$ cat src/rtl/div_pkg.sv
// Shared types and constants for the parametrised iterative divider.
// Sizes here cover the widest supported XLEN; the divider narrows them with casts.
package div_pkg;

    typedef enum logic [1:0] {
        IDLE = 2'd0,
        CALC = 2'd1,
        FIX  = 2'd2,
        DONE = 2'd3
    } div_state_e;

    localparam int MAX_XLEN = 64;
    localparam int CNT_W    = $clog2(MAX_XLEN / 1);

    localparam logic [MAX_XLEN-1:0] DIV0_QUOT = {MAX_XLEN{1'b1}};
    localparam logic [MAX_XLEN-1:0] OVF_REM   = {MAX_XLEN{1'b0}};

endpackage

$ cat src/rtl/div_iter_step.sv
// One restoring-division step: shift the next dividend bit into the partial
// remainder and subtract the divisor when it fits.
module div_iter_step #(
    parameter int W = 64
) (
    input  logic [W-1:0] partial,
    input  logic [W-1:0] divisor,
    input  logic         dvd_bit,
    output logic [W-1:0] rem_next,
    output logic         quot_bit
);

    logic [W:0] shifted_s;
    logic [W:0] diff_s;

    // Trial subtraction; partial < divisor keeps shifted below 2*divisor
    always_comb begin
        shifted_s = {partial, dvd_bit};
        diff_s    = shifted_s - {1'b0, divisor};
        if (shifted_s >= {1'b0, divisor}) begin
            quot_bit = 1'b1;
            rem_next = diff_s[W-1:0];
        end else begin
            quot_bit = 1'b0;
            rem_next = shifted_s[W-1:0];
        end
    end

endmodule

$ cat src/rtl/multi_cycle_div_param.sv
// Iterative RISC-V M divider (DIV/DIVU/REM/REMU and W forms) with
// configurable width and quotient bits per cycle, valid/ready handshakes and flush.
module multi_cycle_div_param
    import div_pkg::*;
#(
    parameter int XLEN           = 64,
    parameter int BITS_PER_CYCLE = 1,
    parameter int HAS_WORD       = 1,
    parameter int TAG_W          = 4
) (
    input  logic             clk,
    input  logic             rst_n,
    input  logic             flush_i,
    input  logic             req_valid_i,
    output logic             req_ready_o,
    input  logic             req_signed_i,
    input  logic             req_word_i,
    input  logic [XLEN-1:0]  req_dividend_i,
    input  logic [XLEN-1:0]  req_divisor_i,
    input  logic [TAG_W-1:0] req_tag_i,
    output logic             resp_valid_o,
    input  logic             resp_ready_i,
    output logic [XLEN-1:0]  resp_quot_o,
    output logic [XLEN-1:0]  resp_rem_o,
    output logic [TAG_W-1:0] resp_tag_o
);

    localparam int              B        = BITS_PER_CYCLE;
    localparam logic            WORD_OK  = (HAS_WORD != 0) && (XLEN == 64);
    localparam logic [CNT_W-1:0] CNT_FULL = CNT_W'(XLEN / B - 1);
    localparam logic [CNT_W-1:0] CNT_WORD = CNT_W'(32 / B - 1);
    localparam logic [XLEN-1:0] MIN_FULL = {1'b1, {(XLEN-1){1'b0}}};
    localparam logic [XLEN-1:0] MIN_WORD = {XLEN{1'b1}} << 6'd31;

    if ((32 % BITS_PER_CYCLE) != 0) begin : g_bpc_check
        $error("BITS_PER_CYCLE must divide 32");
    end

    function automatic logic [XLEN-1:0] sext32(input logic [XLEN-1:0] x);
        return ({XLEN{x[31]}} << 6'd32) | XLEN'(x[31:0]);
    endfunction

    function automatic logic [XLEN-1:0] zext32(input logic [XLEN-1:0] x);
        return XLEN'(x[31:0]);
    endfunction

    div_state_e       state_r, state_next_s;
    logic             req_ready_r, resp_valid_r;
    logic [CNT_W-1:0] cnt_r;
    logic [XLEN-1:0]  dvd_r, dsr_r, quot_r, rem_r;
    logic             neg_q_r, neg_rem_r, word_r;
    logic [TAG_W-1:0] tag_r;
    logic [XLEN-1:0]  resp_quot_r, resp_rem_r;
    logic [TAG_W-1:0] resp_tag_r;

    logic             accept_s, word_s, a_neg_s, b_neg_s, div0_s, ovf_s, special_s;
    logic [XLEN-1:0]  a_ext_s, b_ext_s, a_mag_s, b_mag_s, dvd_align_s;
    logic [XLEN-1:0]  spec_quot_s, spec_rem_s, q_signed_s, r_signed_s, fix_quot_s, fix_rem_s;
    logic [XLEN-1:0]  step_rem_s;
    logic [B-1:0]     qbits_s;

    // Request decode: op-width extension, magnitudes and special-case detection
    always_comb begin
        accept_s = req_valid_i && req_ready_r && !flush_i;
        word_s   = WORD_OK && req_word_i;
        if (word_s) begin
            a_ext_s = req_signed_i ? sext32(req_dividend_i) : zext32(req_dividend_i);
            b_ext_s = req_signed_i ? sext32(req_divisor_i)  : zext32(req_divisor_i);
        end else begin
            a_ext_s = req_dividend_i;
            b_ext_s = req_divisor_i;
        end
        a_neg_s     = req_signed_i && a_ext_s[XLEN-1];
        b_neg_s     = req_signed_i && b_ext_s[XLEN-1];
        a_mag_s     = a_neg_s ? -a_ext_s : a_ext_s;
        b_mag_s     = b_neg_s ? -b_ext_s : b_ext_s;
        dvd_align_s = word_s ? (a_mag_s << (XLEN - 32)) : a_mag_s;
        div0_s      = (b_ext_s == {XLEN{1'b0}});
        ovf_s       = req_signed_i && (b_ext_s == {XLEN{1'b1}}) &&
                      (a_ext_s == (word_s ? MIN_WORD : MIN_FULL));
        special_s   = div0_s || ovf_s;
        if (div0_s) begin
            spec_quot_s = XLEN'(DIV0_QUOT);
            spec_rem_s  = word_s ? sext32(a_ext_s) : a_ext_s;
        end else begin
            spec_quot_s = a_ext_s;
            spec_rem_s  = XLEN'(OVF_REM);
        end
    end

    // Sign fix-up of the unsigned quotient/remainder, word results widened from bit 31
    always_comb begin
        q_signed_s = neg_q_r   ? -quot_r : quot_r;
        r_signed_s = neg_rem_r ? -rem_r  : rem_r;
        fix_quot_s = word_r ? sext32(q_signed_s) : q_signed_s;
        fix_rem_s  = word_r ? sext32(r_signed_s) : r_signed_s;
    end

    for (genvar i = 0; i < B; i++) begin : g_step
        logic [XLEN-1:0] rem_in_s;
        logic [XLEN-1:0] rem_out_s;
        if (i == 0) begin : g_head
            assign rem_in_s = rem_r;
        end else begin : g_link
            assign rem_in_s = g_step[i-1].rem_out_s;
        end
        div_iter_step #(.W(XLEN)) u_step (
            .partial  (rem_in_s),
            .divisor  (dsr_r),
            .dvd_bit  (dvd_r[XLEN-1-i]),
            .rem_next (rem_out_s),
            .quot_bit (qbits_s[B-1-i])
        );
    end
    assign step_rem_s = g_step[B-1].rem_out_s;

    // Next-state logic; flush overrides every transition
    always_comb begin
        state_next_s = state_r;
        if (flush_i) begin
            state_next_s = IDLE;
        end else begin
            case (state_r)
                IDLE:    state_next_s = accept_s ? (special_s ? DONE : CALC) : IDLE;
                CALC:    state_next_s = (cnt_r == {CNT_W{1'b0}}) ? FIX : CALC;
                FIX:     state_next_s = DONE;
                DONE:    state_next_s = resp_ready_i ? IDLE : DONE;
                default: state_next_s = IDLE;
            endcase
        end
    end

    // State register with handshake flags registered from the next state
    always_ff @(posedge clk or negedge rst_n) begin
        if (!rst_n) begin
            state_r      <= IDLE;
            req_ready_r  <= 1'b1;
            resp_valid_r <= 1'b0;
        end else begin
            state_r      <= state_next_s;
            req_ready_r  <= (state_next_s == IDLE);
            resp_valid_r <= (state_next_s == DONE);
        end
    end

    // Iteration datapath: operand capture on accept, shift/subtract while calculating
    always_ff @(posedge clk or negedge rst_n) begin
        if (!rst_n) begin
            cnt_r     <= {CNT_W{1'b0}};
            dvd_r     <= {XLEN{1'b0}};
            dsr_r     <= {XLEN{1'b0}};
            quot_r    <= {XLEN{1'b0}};
            rem_r     <= {XLEN{1'b0}};
            neg_q_r   <= 1'b0;
            neg_rem_r <= 1'b0;
            word_r    <= 1'b0;
            tag_r     <= {TAG_W{1'b0}};
        end else begin
            case (state_r)
                IDLE: begin
                    if (accept_s) begin
                        cnt_r     <= word_s ? CNT_WORD : CNT_FULL;
                        dvd_r     <= dvd_align_s;
                        dsr_r     <= b_mag_s;
                        quot_r    <= {XLEN{1'b0}};
                        rem_r     <= {XLEN{1'b0}};
                        neg_q_r   <= a_neg_s ^ b_neg_s;
                        neg_rem_r <= a_neg_s;
                        word_r    <= word_s;
                        tag_r     <= req_tag_i;
                    end
                end
                CALC: begin
                    cnt_r  <= cnt_r - CNT_W'(1);
                    dvd_r  <= dvd_r << B;
                    quot_r <= (quot_r << B) | XLEN'(qbits_s);
                    rem_r  <= step_rem_s;
                end
                default: begin
                end
            endcase
        end
    end

    // Response registers, loaded only on entry to DONE so they hold under back-pressure
    always_ff @(posedge clk or negedge rst_n) begin
        if (!rst_n) begin
            resp_quot_r <= {XLEN{1'b0}};
            resp_rem_r  <= {XLEN{1'b0}};
            resp_tag_r  <= {TAG_W{1'b0}};
        end else if (state_r == IDLE && state_next_s == DONE) begin
            resp_quot_r <= spec_quot_s;
            resp_rem_r  <= spec_rem_s;
            resp_tag_r  <= req_tag_i;
        end else if (state_r == FIX && state_next_s == DONE) begin
            resp_quot_r <= fix_quot_s;
            resp_rem_r  <= fix_rem_s;
            resp_tag_r  <= tag_r;
        end
    end

    assign req_ready_o  = req_ready_r;
    assign resp_valid_o = resp_valid_r;
    assign resp_quot_o  = resp_quot_r;
    assign resp_rem_o   = resp_rem_r;
    assign resp_tag_o   = resp_tag_r;

endmodule

$ cat config.mk
export PLATFORM = sky130hd
export DESIGN_NAME = multi_cycle_div_param
export DESIGN_NICKNAME = d
export VERILOG_FILES = /design/src/rtl/div_pkg.sv /design/src/rtl/div_iter_step.sv /design/src/rtl/multi_cycle_div_param.sv
export SDC_FILE = /design/constraint.sdc
export NUM_CORES = 1
export LEC_CHECK = 0
export ABC_CLOCK_PERIOD_IN_PS = 4340
export CORE_MARGIN = 2
export CORE_UTILIZATION = 59
export CTS_CLUSTER_DIAMETER = 150
export DETAILED_ROUTE_END_ITERATION = 16
export PLACE_DENSITY = 0.82
export SLEW_MARGIN = 20
export SYNTH_ARGS = -nofsm -noshare
export SYNTH_HDL_FRONTEND = slang
export SYNTH_SLANG_ARGS = --single-unit
export TNS_END_PERCENT = 100
$ cat constraint.sdc
create_clock -name clk -period 4.34 [get_ports clk]
set_input_delay 0.868 -clock clk [delete_from_list [all_inputs] [get_ports clk]]
set_output_delay 0.868 -clock clk [all_outputs]
set_load 0.03 [all_outputs]
After elaboration in Yosys (flattened, before gate mapping):

Index checks and enable logic that the tools add are counted.

* flip-flop bits (word level): 405
* latch bits: 0
* memory bits (writable): 0
* memory bits (read-only): 0
* output and inout port bits: 134
* memories: 0

* $add $sub $neg: 6
* $mul: 0
* div/mod/pow operators: 0
* $lt $le $gt $ge: 1
* equal/unequal tests: 7
* shift-type cells: 0
* mux-type cells: 37
* bitwise logic cells: 7
* reductions and logical operators: 18

Operators with widths (count)
* $mux 64: 21
* $pmux 64 s2: 3
* $or 64x32->64: 5
* $neg 64->64: 4
* $ge 65x64->1: 1
* $eq 64x64->1: 1
* $eq 64x64->1 const B: 1
* $logic_not 64->1: 1
* $or 64x1->64: 1
* $sub 64x64->64: 1
* $mux 63: 1
* $mux 6: 2
* $pmux 6 s2: 1
* $mux 2: 5
* $logic_and 1x1->1: 8
* $mux 4: 2
* $pmux 2 s4: 1
* $eq 2x2->1 const B: 3
* $logic_not 6->1: 1
* $sub 6x1->6 const B: 1
* $logic_not 2->1: 2
* $reduce_and 2->1: 2
* $reduce_bool 2->1: 2
* $eq 2x1->1 const B: 1
* other kinds (5): 5

Logic depth before layout (Yosys ltp):

Gate-level depths: netlist of run 1.

* word-level depth: 15
* gate-level depth with buffers: 15
* mapped depth without buffers: 14

Cells and area by module:

A second synthesis of run 1 with hierarchy kept.

* cell total of the unflattened synthesis: 3659
* area total of the unflattened synthesis: 28952.8 um^2

By module, submodules not included
* multi_cycle_div_param: times used 1, cells an instance 2895, area each 24125.6 um^2
* div_iter_step: times used 1, cells an instance 764, area each 4827.1 um^2

Worst setup path before layout of run 1:

OpenSTA, ideal clock, no wires.

* kind: input port to flip-flop
* from: in req_divisor_i[0]
* to: reg resp_quot_r[31], in the netlist resp_quot_o[31]
* library setup time: 0.121 ns
* data arrival time: 3.666 ns
* required time: 4.219 ns
* path slack: 0.553 ns
* stages: 14
* buffers on the path: 3
* cells stage by stage: inv_1 -> ha_1 -> or3b_1 -> nor4_2 -> nand3_1 -> nor4_1 -> a22oi_1 -> o21ai_1 -> nand2b_1 -> or2_1 -> clkbuf_1 -> clkbuf_1 -> clkbuf_1 -> a22o_1

* word-level cells in the longest chain between the ends: 14

Ends and longest elaborated chain
* from (decl): RTL line multi_cycle_div_param.sv:19 `input logic [XLEN-1:0] req_divisor_i,`
* $or 64x32->64: RTL line multi_cycle_div_param.sv:40 `return ({XLEN{x[31]}} << 6'd32) | XLEN'(x[31:0]);`
* $mux 64: RTL line multi_cycle_div_param.sv:68 `b_ext_s = req_signed_i ? sext32(req_divisor_i) : zext32(req_divisor_i);`
* $mux 64 *: RTL line multi_cycle_div_param.sv:66 `if (word_s) begin`
* $eq 64x64->1: RTL line multi_cycle_div_param.sv:79 `ovf_s = req_signed_i && (b_ext_s == {XLEN{1'b1}}) &&`
* $logic_and 1x1->1 (2 in series): RTL line multi_cycle_div_param.sv:79
* $logic_or 1x1->1: RTL line multi_cycle_div_param.sv:81 `special_s = div0_s || ovf_s;`
* $mux 2 (2 in series): RTL line multi_cycle_div_param.sv:124 `IDLE: state_next_s = accept_s ? (special_s ? DONE : CALC) : IDLE;`
* $pmux 2 s4: RTL line multi_cycle_div_param.sv:123 `case (state_r)`
* $mux 2: RTL line multi_cycle_div_param.sv:120 `if (flush_i) begin`
* $eq 2x2->1: RTL line multi_cycle_div_param.sv:191, multi_cycle_div_param.sv:195
* $logic_and 1x1->1, on equally long branches: RTL line multi_cycle_div_param.sv:191, multi_cycle_div_param.sv:195
* $mux 64 / $reduce_bool 2->1 (equally long branches)
* to (signal assigned): RTL line multi_cycle_div_param.sv:188 `resp_quot_r <= {XLEN{1'b0}};`
* to (signal assigned): RTL line multi_cycle_div_param.sv:192 `resp_quot_r <= spec_quot_s;`
* to (signal assigned): RTL line multi_cycle_div_param.sv:196 `resp_quot_r <= fix_quot_s;`
* to (decl): RTL line multi_cycle_div_param.sv:53 `logic [XLEN-1:0] resp_quot_r, resp_rem_r;`

Mark *: on every way between the ends. The rest lies on a longest branch, timed or not.
A chain may end at the register's enable or synchronous reset.

Worst setup path in the final report of run 1:

* from: reg dvd_r[63]
* to: reg rem_r[46], in the netlist g_step[0].rem_in_s[46]

* word-level cells in the longest chain between the ends: 3

Ends and longest elaborated chain
* from (decl): RTL line multi_cycle_div_param.sv:50 `logic [XLEN-1:0] dvd_r, dsr_r, quot_r, rem_r;`
* from (signal assigned): RTL line multi_cycle_div_param.sv:150 `dvd_r <= {XLEN{1'b0}};`
* from (signal assigned): RTL line multi_cycle_div_param.sv:163 `dvd_r <= dvd_align_s;`
* from (signal assigned): RTL line multi_cycle_div_param.sv:175 `dvd_r <= dvd_r << B;`
* $sub 64x64->64 / $ge 65x64->1 (equally long branches): RTL line div_iter_step.sv:19, div_iter_step.sv:20
* $mux 64 *: RTL line div_iter_step.sv:20 `if (shifted_s >= {1'b0, divisor}) begin`
* $pmux 64 s2 *: RTL line multi_cycle_div_param.sv:159 `case (state_r)`
* to (signal assigned): RTL line multi_cycle_div_param.sv:153 `rem_r <= {XLEN{1'b0}};`
* to (signal assigned): RTL line multi_cycle_div_param.sv:166 `rem_r <= {XLEN{1'b0}};`
* to (signal assigned): RTL line multi_cycle_div_param.sv:177 `rem_r <= step_rem_s;`
* to (decl): RTL line multi_cycle_div_param.sv:50

Marks and branches as above.

==> flow_summary.toml, run 1 <==
[synthesis]
synthTopCellsByArea = "dfrtp_1 (37%), nand2_1 (6.1%), xor2_1 (5.5%), o21ai_0 (5.1%), a21oi_1 (4.7%)"
synth-seq-cells = 405
syn_nets = 3600
synthArstFlopShare = 1.00
yosysSeqAreaShare = 0.369
synth_warnings = 0
yosysMostFrequentCell = "nand2_1"
synth_edf_count = 0
syn_area_sq_mm = 0.0275
synth.distinct_cells = 80
syn_avg_cell_area_sq_um = 8.10
synthTopCellsByCount = "nand2_1 (444), dfrtp_1 (404), o21ai_0 (282), a21oi_1 (257), clkbuf_1 (210)"
netlist_instances = 3390
synth_ff_type = "dfrtp_1"
yosysTopAreaCell = "dfrtp_1"
synth_top_area_frac = 0.368

[cts]
cts_root_buffer = "clkbuf_16"
max-clock-path-buffers = 3
path_clk_slew_ns = 0.06
insertion_delay_ns = 0.61
htree_levels = 2
cts_hold_buf = 0
cts_tree = "built"
cts_buffers = 45
clkSinkCount = 405
cts.repair.resized = 0

[worst_setup_path]
crit_start = "dvd_r[63]"
end_kind = "flop"
worst_path_largest_cell_delay_ns = 0.52
startpoint_type = "flop"
ff2ff_setup_slack_ns = 0.22
worstPathArrival_ns = 4.57
worstPathCellList = "inv_1, ha_1, inv_1, fa_1, a21o_1, a221oi_1, o211a_1, a2bb2oi_1, a41oi_1, nor3_1, or2_2, a21oi_1, xor2_1, o211ai_1"
critPathSlowestCell = "a41oi_1"
worstPathMaxFanout = 3
r2r-end = "g_step[0].rem_in_s[46]"
cpMostUsedCell = "inv_1"
crit_type = "flop to flop"
r2r-start = "dvd_r[63]"
worstPathRequired_ns = 4.79
reg2regPathDepth = 14

[sta]
skew_ns = 0.0228
finalHoldViolCount = 0
period_share = 0.950
finalCriticalPeriod_ns = 4.12
setup_viol = 0
slew_violations = 0
rsz0062_at_grt = "no"
max_freq_mhz = 242
tightest_slew_ns = 1.05
maxSlewHeadroom = 0.292

[pwr]
vdd_drop_max_v = 0.000525
p_comb_frac = 0.506
power.internal_w = 0.0109
p_per_area_mw_per_mm2 = 588
seqPwrFrac = 0.285
netSwitchingPower_w = 0.00869
power_leakage_nw = 14.6
power_frac_clock = 0.209
switching_share = 0.444

[layout]
num-nets-final = 3868
final_layout_size_suffix_gt1_frac = 0.0812
area_delta_synth_final_pct = 21.2
fin_cells = 4301
seq_area_sq_mm = 0.0101
fin_area_sq_mm = 0.0333
fillers = 3452
antennaDiodeCount = 0
multiInputGateArea_sq_mm = 0.0161

[die]
die_w_um = 220
die_area_sq_mm = 0.0483
io_pins = 273
rows = 79
core_area_sq_mm = 0.0463
die_h_um = 220
initial_core_util = 0.594

[run]
drv_cap = 0

[hold_path]
hold_path.class = "primary input to async pin"

[grt]
grt.total_usage = 0.401
grt_max_degree = 142
first_global_vias = 26330
gr-total-overflow = 0
antenna_found_initial = 2
grt_pass1_wl_um = 151000

[placement]
gp_congestion = 0.994
place_hpwl_um = 73600
dp_cells = 4216
io_buffers = 272
placed_area_sq_mm = 0.0317

[detailed_routing]
routed_wl_um = 98300
ant_nets = 0
drt_pass1_iterations = 6
vias = 28348
post_drt_wl_per_cell_um = 22.8
via_per_inst = 6.59
drt_iter0_drc = 3590
route.detailed.drc = 0

[outcome]
status = "complete, no violations"
[critical path: cells and delay by family (launching register included)]
kind / cells / cell delay (ns)
compound gates: 7 / 1.91
fa+ha+maj: 2 / 0.58
simple gates: 2 / 0.56
flops: 1 / 0.48
xor+xnor: 1 / 0.26
buf+inv: 2 / 0.18
[registers in the layout, summed over array words and instances, names as in the netlist, 6 cells and up]
| register | count |
|---|---|
| cnt_r | 6 |
| dsr_r | 64 |
| dvd_r | 64 |
| g_step.rem_in_s | 64 |
| quot_r | 64 |
| resp_quot_o | 64 |
| resp_rem_o | 64 |
[cell type report]
cell class / count / share of cell area
Multi-Input combinational cell: 2634 / 0.483
Sequential cell: 405 / 0.304
Timing Repair Buffer: 459 / 0.130
Clock buffer: 65 / 0.0382
Tap cell: 607 / 0.0228
Inverter: 113 / 0.0127
Clock inverter: 18 / 0.00917
[power by group through the flow]
stage | sequential [W] | clock (W) | combinational, W
floorplan | 0.00554 | 0 | 0.00666
global placement | 0.00553 | 0 | 0.00949
CTS | 0.00552 | 0.00410 | 0.00973
global route | 0.00566 | 0.00427 | 0.0108
detailed placement | 0.00558 | 0 | 0.00965
finish | 0.00557 | 0.00409 | 0.00990
[kinds of logic after synthesis]
logic type      synth area share
fa+ha+maj                 0.0326
xor+xnor                  0.0960
buf+inv                   0.0480
flops                      0.369
compound gates             0.265
simple gates               0.180
mux                      0.00989
[through the flow]
stage               TNS [ns]  worst slack (ns)  total power, W  hold WS [ns]   util
floorplan                  0             0.553          0.0122         0.445      -
global placement       -7.77            -0.130          0.0150         0.457  0.685
detailed placement    -20.00            -0.228          0.0152         0.469  0.685
CTS                        0           0.00876          0.0194         0.303  0.719
global route               0            0.0272          0.0208         0.331  0.720
finish                     0             0.216          0.0196         0.272  0.720
[per-layer routing]
metal	up-vias	part of all wire	routed length, um	GRT usage
met5	-	0.00021	21	0
met4	4	0.056	5460	0.204
met3	364	0.086	8420	0.0607
met2	1670	0.45	44200	0.619
met1	13523	0.41	40100	0.548
li1	12787	-	-	-
[worst max-delay path by stage]
| stage | end |
|---|---|
| 6_report | g_step[0].rem_in_s[46] |
| 5_1_grt | g_step[0].rem_in_s[46] |
| 4_1_cts | resp_rem_o[60] |
| 3_5_place_dp | resp_rem_o[45] |
| 3_3_place_gp | resp_quot_o[54] |
| 2_1_floorplan | resp_quot_o[31] |
[cell usage in the layout (no fill, tap or decap), types with 37 or more instances in the layout]
| cell type | netlist | final |
|---|---|---|
| nor3_1 | 50 | 48 |
| a22oi_1 | 52 | 52 |
| a211oi_1 | 42 | 42 |
| clkbuf_16 | 0 | 45 |
| a22o_1 | 55 | 55 |
| nand3_1 | 137 | 137 |
| ha_1 | 70 | 70 |
| nor4_1 | 37 | 37 |
| o21ai_1 | 163 | 163 |
| dfrtp_1 | 404 | 402 |
| nand2_1 | 444 | 443 |
| clkdlybuf4s50_1 | 0 | 270 |
| nand4_1 | 37 | 37 |
| a21oi_1 | 257 | 256 |
| inv_1 | 112 | 112 |
| xnor2_1 | 129 | 129 |
| o21ai_0 | 282 | 282 |
| a21o_1 | 63 | 63 |
| xor2_1 | 172 | 172 |
| o31ai_1 | 63 | 63 |
| buf_4 | 0 | 172 |
| nor2_1 | 188 | 185 |
[repair_timing]
action,in CTS,in global routing
endpoints found under the setup margin,0,1
hold endpoints to repair,0,0
setup buffers,0,2
Power figures use the tool's default switching activity.
==> inputs of run 2 (changes only) <==
--- a/config.mk
+++ b/config.mk
@@ -6,6 +6,7 @@
 export NUM_CORES = 1
 export LEC_CHECK = 0
 export ABC_CLOCK_PERIOD_IN_PS = 4340
+export CORE_ASPECT_RATIO = 0.5
 export CORE_MARGIN = 2
 export CORE_UTILIZATION = 59
 export CTS_CLUSTER_DIAMETER = 150
==> flow_summary.toml, run 2 (synthesized netlist as in run 1, its figures left out) <==
[die]
rows = 55
die_area_sq_mm = 0.0484
die_h_um = 157
core_area_sq_mm = 0.0456
initial_core_util = 0.603
die_w_um = 309
io_pins = 273

[sta]
skew_ns = 0.0349
period_share = 0.967
tightest_slew_ns = 1.02
maxSlewHeadroom = 0.320
finalCriticalPeriod_ns = 4.20
slew_violations = 0
max_freq_mhz = 238
worst_hold_slack_ns = 0.364
finalHoldViolCount = 0
fin_tns_setup_ns = 0
setup_viol = 0
rsz0062_at_grt = "no"

[grt]
grt_max_degree = 96
grt.total_usage = 0.409
gr-total-overflow = 0
first_global_vias = 26397
antenna_found_initial = 1
grt_pass1_wl_um = 153000

[layout]
area_delta_synth_final_pct = 22.0
final_common_cell = "nand2_1"
layout_common_cells = "nand2_1 (443), dfrtp_1 (402), o21ai_0 (281)"
num-nets-final = 3913
fin_util = 0.735
final_layout_size_suffix_gt1_frac = 0.0915
fin_area_sq_mm = 0.0335

[cts]
cts_tree = "built"
clkSinkCount = 405
htree_levels = 2
cts_root_buffer = "clkbuf_16"
cts.repair.resized = 1
insertion_delay_ns = 0.59
cts_hold_buf = 0
cts_buffers = 39
max-clock-path-buffers = 3
postCtsSetupBuffers = 0
path_clk_slew_ns = 0.07

[detailed_routing]
routed_wl_um = 100000
via_per_inst = 6.55
route.detailed.drc = 0
ant_nets = 0
drt_iter0_drc = 3885
vias = 28528
post_drt_wl_per_cell_um = 23.1
drt_pass1_iterations = 6

[worst_setup_path]
worstPathMaxFanout = 11
crit_type = "primary input to flop"
reg2regPathDepth = 10
cpMostUsedCell = "buf_4"
worst-path-buf-inv = 4
end_kind = "flop"
ff2ff_setup_slack_ns = 0.30
r2r-end = "resp_rem_o[60]"
worst_path_largest_cell_delay_ns = 0.61
critPathSlowestCell = "a21boi_2"
critPathTopFamily = "compound AO/OA/AOI/OAI gates"
crit_start = "req_divisor_i[36]"
worstPathRequired_ns = 4.81
worstPathCellList = "clkdlybuf4s50_1, nor4_1, buf_4, a41oi_1, or3_1, nor4_4, buf_4, a22oi_1, nand2b_2, a21boi_2, buf_12, o21ai_0, a22o_1"
r2r-start = "g_step[0].rem_in_s[30]"
startpoint_type = "primary input"
worstPathArrival_ns = 4.66

[run]
drv_cap = 0

[outcome]
status = "complete, no violations"

[pwr]
p_per_area_mw_per_mm2 = 582
power_leakage_nw = 14.8
vdd_drop_max_v = 0.000464

[placement]
io_buffers = 272
place_hpwl_um = 75400
placed_area_sq_mm = 0.0322
gp_congestion = 1.05

[hold_path]
hold_path.class = "primary input to async pin"
==> run 2: cell types whose count changed in the layout (fill, tap and decap cells not counted), moves of 2 or more <==
cell,previous run,this run
buf_4,172,218
clkbuf_16,45,39
buf_12,16,20
clkbuf_1,13,9
clkbuf_8,7,5
==> run 2: layer usage <==
| metal | GRT usage | routed length [um] |
|---|---|---|
| met2 | 0.618 | 43700 |
| met4 | 0.156 | 4230 |
| met1 | 0.574 | 41300 |
| met3 | 0.0910 | 11200 |
| met5 | 0 | 0 |
==> run 2: how the worst max path moves through the flow <==
| stage | end | slack, ns | cells after the start |
|---|---|---|---|
| 2_1_floorplan | resp_quot_o[31] | 0.55 | 14 |
| 5_1_grt | resp_rem_o[42] | 0.04 | 17 |
| 4_1_cts | resp_quot_o[50] | 0.03 | 12 |
| 3_3_place_gp | resp_rem_o[39] | -0.53 | 17 |
| 3_5_place_dp | resp_rem_o[33] | -0.64 | 16 |
| 6_report | resp_quot_o[50] | 0.14 | 13 |
==> run 2: layout make-up <==
cell class              count  area [sq um]
multi-input cells        2634         16100
fillers                  3473         12100
flip-flops and latches    405         10100
repair buffers            510          4770
clock buffers              53          1080
well taps                 627           785
inverters                 113           424
clock inverters            13           215
diodes                      1          2.50
==> run 2: per-stage QoR <==
stage	instances	total power, W	worst slack [ns]
after floorplan	3390	0.0122	0.553
after global placement	4289	0.0153	-0.526
after detailed placement	4289	0.0155	-0.636
after CTS	4355	0.0192	0.0344
after global routing	4356	0.0206	0.0378
final	4356	0.0195	0.145
==> run 2: power breakdown <==
part | switching [W] | leakage (nW) | internal (W)
Clock | 0.00163 | 0.632 | 0.00205
Sequential | 0.000910 | 5.18 | 0.00459
Combinational | 0.00628 | 8.97 | 0.00403
Total | 0.00882 | 14.8 | 0.0107
